**src/rtl/alu16_nibble_seq.sv**
```systemverilog
// alu16_nibble_seq: streams a 16-bit operation LSB-nibble-first through an external 4-bit ALU slice, chaining carries.
// Define ALU16_ZERO_FLAG_EN to add a registered zero-result output.
module alu16_nibble_seq (
  input  logic        clk,
  input  logic        rst,
  input  logic        start,
  input  logic [15:0] op_a,
  input  logic [15:0] op_b,
  input  logic [1:0]  op_ctrl,
  input  logic        cin,
  output logic [3:0]  alu_a,
  output logic [3:0]  alu_b,
  output logic        alu_c,
  output logic [1:0]  alu_ctrl,
  input  logic [3:0]  alu_d,
  input  logic        alu_e,
  output logic [15:0] result,
  output logic        cout,
  output logic        busy,
`ifdef ALU16_ZERO_FLAG_EN
  output logic        zero,
`endif
  output logic        done
);
  localparam logic [1:0] IDLE = 2'd0;
  localparam logic [1:0] RUN  = 2'd1;
  localparam logic [1:0] DONE = 2'd2;
  logic [1:0]  state_q, state_d, cnt_q, cnt_d, ctrl_q, ctrl_d;
  logic [15:0] a_q, a_d, b_q, b_d, result_q, result_d;
  logic        cy_q, cy_d, cin_q, cin_d, cout_q, cout_d;
  logic        run, accept, last;
  assign run    = state_q == RUN;
  assign accept = start && !run;
  assign last   = run && cnt_q == 2'd3;
  always_comb begin
    state_d  = accept ? RUN : last ? DONE : run ? RUN : IDLE;
    cnt_d    = accept ? 2'd0 : run ? cnt_q + 2'd1 : cnt_q;
    cy_d     = run ? alu_e : cy_q;
    a_d      = accept ? op_a : a_q;
    b_d      = accept ? op_b : b_q;
    ctrl_d   = accept ? op_ctrl : ctrl_q;
    cin_d    = accept ? cin : cin_q;
    cout_d   = last ? alu_e : cout_q;
    result_d = result_q;
    if (run) result_d[cnt_q*4 +: 4] = alu_d;
  end
  always_ff @(posedge clk or posedge rst)
    if (rst) begin
      state_q  <= IDLE;
      cnt_q    <= 2'd0;
      cy_q     <= 1'b0;
      a_q      <= 16'h0;
      b_q      <= 16'h0;
      ctrl_q   <= 2'd0;
      cin_q    <= 1'b0;
      result_q <= 16'h0;
      cout_q   <= 1'b0;
    end else begin
      state_q  <= state_d;
      cnt_q    <= cnt_d;
      cy_q     <= cy_d;
      a_q      <= a_d;
      b_q      <= b_d;
      ctrl_q   <= ctrl_d;
      cin_q    <= cin_d;
      result_q <= result_d;
      cout_q   <= cout_d;
    end
`ifdef ALU16_ZERO_FLAG_EN
  logic zero_q, zero_d;
  assign zero_d = last ? ({alu_d, result_q[11:0]} == 16'h0) : zero_q;
  always_ff @(posedge clk or posedge rst)
    if (rst) zero_q <= 1'b0;
    else zero_q <= zero_d;
  assign zero = zero_q;
`endif
  // Outside RUN the slice sees zeros, but keeps the latched control code.
  assign alu_a    = run ? a_q[cnt_q*4 +: 4] : 4'h0;
  assign alu_b    = run ? b_q[cnt_q*4 +: 4] : 4'h0;
  assign alu_c    = run ? (cnt_q == 2'd0 ? cin_q : cy_q) : 1'b0;
  assign alu_ctrl = ctrl_q;
  assign result   = result_q;
  assign cout     = cout_q;
  assign busy     = run;
  assign done     = state_q == DONE;
endmodule

```
**config.mk**
```make
export PLATFORM = sky130hd
export DESIGN_NAME = alu16_nibble_seq
export DESIGN_NICKNAME = d
export VERILOG_FILES = /design/src/rtl/alu16_nibble_seq.sv
export SDC_FILE = /design/constraint.sdc
export NUM_CORES = 1
export LEC_CHECK = 0
export CAP_MARGIN = 15
export CELL_PAD_IN_SITES_DETAIL_PLACEMENT = 1
export CELL_PAD_IN_SITES_GLOBAL_PLACEMENT = 1
export CORE_ASPECT_RATIO = 0.7
export CORE_MARGIN = 4
export CORE_UTILIZATION = 41
export DETAILED_ROUTE_END_ITERATION = 7
export PLACE_DENSITY = 0.82
export SYNTH_ARGS = -nofsm -noshare
export SYNTH_HDL_FRONTEND = slang
export SYNTH_SLANG_ARGS = --single-unit
```
**constraint.sdc**
```tcl
create_clock -name clk -period 3.1 [get_ports clk]
set_clock_uncertainty 0.2 [all_clocks]
set_input_delay 0.31 -clock clk [delete_from_list [all_inputs] [get_ports clk]]
set_output_delay 0.31 -clock clk [all_outputs]
set_load 0.05 [all_outputs]
```
; ---- After elaboration in Yosys (flattened, before gate mapping)
; Index checks and enable logic that the tools add are counted.
[op_classes]
n_addsub = 2
eq_ne = 3
shifts = 4
muxes = 10
reduce_logical = 5
[ops]
columns = op, n
row1 = $neg A4 Y34, 1
row2 = $shift A4 B34 Y16 const A, 1
row3 = $shiftx A4 B34 Y16, 1
row4 = $shiftx A16 B5 Y4, 2
row5 = $bwmux W16, 1
row6 = $mux W2, 4
row7 = $mux W4, 2
row8 = $eq A2 B2 Y1 const B, 2
row9 = $mux W1, 3
row10 = $add A2 B1 Y2 const B, 1
row11 = $eq A2 B1 Y1 const B, 1
row12 = $logic_and A1 B1 Y1, 2
row13 = $logic_not A2 Y1, 1
row14 = $reduce_bool A2 Y1, 1
row15 = $logic_not A1 Y1, 1
[totals]
ff_bits = 57
inputBits = 43
out_inout_bits = 30
word_cells = 33

; ---- Longest topological paths before layout
[logic_depth]
depth_word = 4
ltp_mapped = 7
mapped_depth_nobuf = 5

; ---- Worst setup path before layout
; Ideal clock, no wire load.
[synth_path]
path_type = register to output
start = register cnt_q[1]
end = output alu_c
t_arrival_ps = 1845
t_required_ps = 2590
path_slack_ps = 745
path_stages_with_launch = 7
path_buffers = 2
path_cell_list = dfrtp_1 buf_4 buf_4 inv_1 ha_1 mux2i_1 nor2_1
[synth_between]
elab_chain_cells = 3
[synth_rtl]
columns = item, line
row1 = "start, declared", 28  ; logic [1:0] state_q, state_d, cnt_q, cnt_d, ctrl_q, ctrl_d;
row2 = "start signal, assigned", 60  ; cnt_q <= cnt_d;
row3 = $logic_not A2 Y1, 80  ; assign alu_c = run ? (cnt_q == 2'd0 ? cin_q : cy_q) : 1'b0;
row4 = $mux W1 (2 in a row), 80
row5 = "end, declared", 13  ; output logic alu_c,
; No other way between the ends.

; ---- Worst setup path in the final report
[layout_path]
start = register state_q[0]
end = output alu_b[3]
[layout_between]
elab_chain_cells = 2
[layout_rtl]
columns = item, line
row1 = "start, declared", 28
row2 = "start signal, assigned", 59  ; state_q <= state_d;
row3 = $eq A2 B1 Y1, 32  ; assign run = state_q == RUN;
row4 = $mux W4, 79  ; assign alu_b = run ? b_q[cnt_q*4 +: 4] : 4'h0;
row5 = "end, declared", 12  ; output logic [3:0] alu_b,
; No other way between the ends.

==> results.md <==
- Final setup viols: 0
- Hold Crit Class: primary input to asynchronous set/reset pin
- Port bufs: 72
- TritonCTS clock tree: done
- Required time worst endpoint: 2590 ps
- First-pass GRT wire length: 11,170 µm
- Final setup margin: 216.9 ps
- WHS: 160.6 ps
- Net count, final: between 300 and 400
- Row count: 24
- Commonest non-fill, non-tap cell in the layout: clkdlybuf4s50_1
- Cells after synthesis: around 200
- Least-Margin Pin Slew: between 500 and 600 ps
- Run status: complete, no violations
- # DRC: 0
- Total Routing Usage GR: 18.15%
- Core Area: 6336 µm²
- Synthesis Warnings: 0
- PD cells: 1274 nW/µm²
- Fmax: roughly 350 MHz
- #FFs+latches synth: 57
- Synth area leader: dfrtp_1
- Initial DRT Pass Iterations: 4
- Layout cell share with drive strength beyond 1: 23.26%
- Final Wtd Congestion: 0.7783
- TNS Setup: 0 ps
- Crit-path max cell delay: slightly above 800 ps
- Hold buffers post-CTS: 0
- Worst-Skew Late Latency: 340 ps
- Clock Tree Root: clkbuf_8
- Clock Sink Count: 57
- Endpoints failing hold: 0
- Largest net degree at the start of global routing: 36
- Syn Nets: between 200 and 300
- Synth top area cells: dfrtp_1 52%, mux2_4 17%, mux2i_1 6.3%
- Peak VDD IR: 0.0006722 V
- Arr. time, crit path: roughly 2400 ps
- Max Cap Violations: 0
- Vias in the first global route: just over 2k
- Dpl ws: 562.3 ps
- Via count: 1,892
- Max-slew headroom: approximately three fifths
- Cells on worst reg2reg path: 5
- Leakage power: 1.685 nW
- Initial antenna violation count: 0
- Cts bufs inserted: 9
- Die width: 105.4 µm
- Drt wl/cell: 17.79 µm
- Global route overflow: 0
- Worst path cell trace: nand2b_4, inv_2, nand2_2, o22ai_1, clkdlybuf4s50_1
- Critical path depth in cells: 5
- Endpoint type of the worst setup path: output pin
- Vias per cell: 4.992
- Top delay family on crit path: buffers and inverters
- Post-route minimum period: between 2000 and 3000 ps
- IO Pins: between 70 and 80
- Slew Limit Fails: 0
- Period Utilization, post-route: 93.00%
- CP Max Fanout: 9
- Reg clk slew, reported paths: 60 ps
- Netlist cell types: 27
- DP HPWL: around 5100 µm
- Mapped Area: 2720 µm²
- RSZ-0062 raised after global routing: false
- WL final: 6743 µm
- Area fraction of the dominant cell type after synthesis: 52.44%
- Area Overhead vs Synth: 37.26%
- Inserted Diodes: 0
- Gates resized, CTS repair: 0
- Die H: 76.15 µm
- Crit path kind: register to output pin
- Slowest CP cell: clkdlybuf4s50_1
- Post-route ant nets: 0
- Buf+Inv Stages, Crit Path: 2
- Setup Fix Bufs, Post-CTS: 0
- Clock Path Buffers: 2
- Starting Density: a little over two fifths
- Htree depth: 3
- Syn Area/Cell: approximately 13 µm²
- Die area: about 8000 µm²
- Post-synthesis sequential area ratio: 52.44%
- Commonest non-fill, non-tap cells in the layout: 70 x clkdlybuf4s50_1, 57 x dfrtp_1, 31 x nand2_1
- CP startpoint kind: register
- DR iter-0 viols: between 50 and 60
-- final timing paths --
check	slack (ps)	from	to
min reg2reg	280	cy_q$_DFFE_PP0P_	cy_q$_DFFE_PP0P_
max	220	state_q[0]$_DFF_PP0_	alu_b[3]
max reg2reg	900	cnt_q[0]$_DFFE_PP0P_	result[8]$_DFFE_PP0P_
min in group clk	280	cy_q$_DFFE_PP0P_	cy_q$_DFFE_PP0P_
min	160	rst	a_q[12]$_DFFE_PP0P_
max in group asynchronous	1890	rst	state_q[1]$_DFF_PP0_
-- cell families after synthesis --
logic type	Yosys count	share of synthesized area (%)
AO/OA/AOI/OAI	26	5.888
adder cells (fa/ha/maj)	5	2.300
buffers and inverters	11	3.633
flip-flops	57	52.44
multiplexers	53	25.30
AND/OR/NAND/NOR	51	10.44
-- synthesized netlist by cell type --
cell type  number
dfrtp_1        57
nand2_1        31
mux2_4         30
mux2i_1        17
o21ai_0        12
o22ai_1         8
mux2_2          6
ha_1            5
inv_1           4
nand3b_1        4
nor2_1          4
buf_12          3
o31ai_1         3
buf_4           2
nand2_2         2
nand3_1         2
nor2b_1         2
o41ai_1         2
a21bo_2         1
clkbuf_2        1
inv_2           1
nand2_8         1
nand2b_1        1
nand2b_4        1
nand3b_2        1
nor3b_2         1
nor4b_4         1
-- flip-flops by register name, indices dropped and copies added, names as in the netlist --
name,count
a_q,16
b_q,16
result,16
alu_ctrl,2
cnt_q,2
state_q,2
cin_q,1
cout,1
cy_q,1
-- through the flow --
stage               area [µm²]  cells  util (%)  power, mW
finish                    3734    379     58.93      4.756
global route              3734    379     58.93      5.030
CTS                       3734    379     58.93      4.808
detailed placement        3505    363     55.31      3.993
global placement          3505    363     55.31      3.911
floorplan                 2720    203         -      3.230
-- routing by layer --
metal | GRT usage, % | vias to the layer above | wire length, µm
met5 | 0 | - | 0
met4 | 7.864 | 0 | 149
met3 | 5.758 | 14 | 397
met2 | 25.95 | 68 | 2962
met1 | 25.16 | 929 | 3232
li1 | - | 881 | -
-- area by class of cell --
| class | count | area (µm²) |
|---|---|---|
| clock buffers | 11 | 151.4 |
| clock inverters | 5 | 77.57 |
| fillers | 648 | 2603 |
| inverters | 5 | 18.77 |
| multi-input cells | 135 | 1195 |
| flip-flops and latches | 57 | 1426 |
| well taps | 91 | 113.9 |
| repair buffers | 75 | 750.7 |
-- where the power goes --
group | internal [mW] | total, mW | switching [mW]
logic | 1.11 | 2.64 | 1.53
registers | 1.09 | 1.33 | 0.236
clock network | 0.493 | 0.783 | 0.290
total | 2.70 | 4.76 | 2.06
Note: power is estimated with default switching activity, not from simulation.
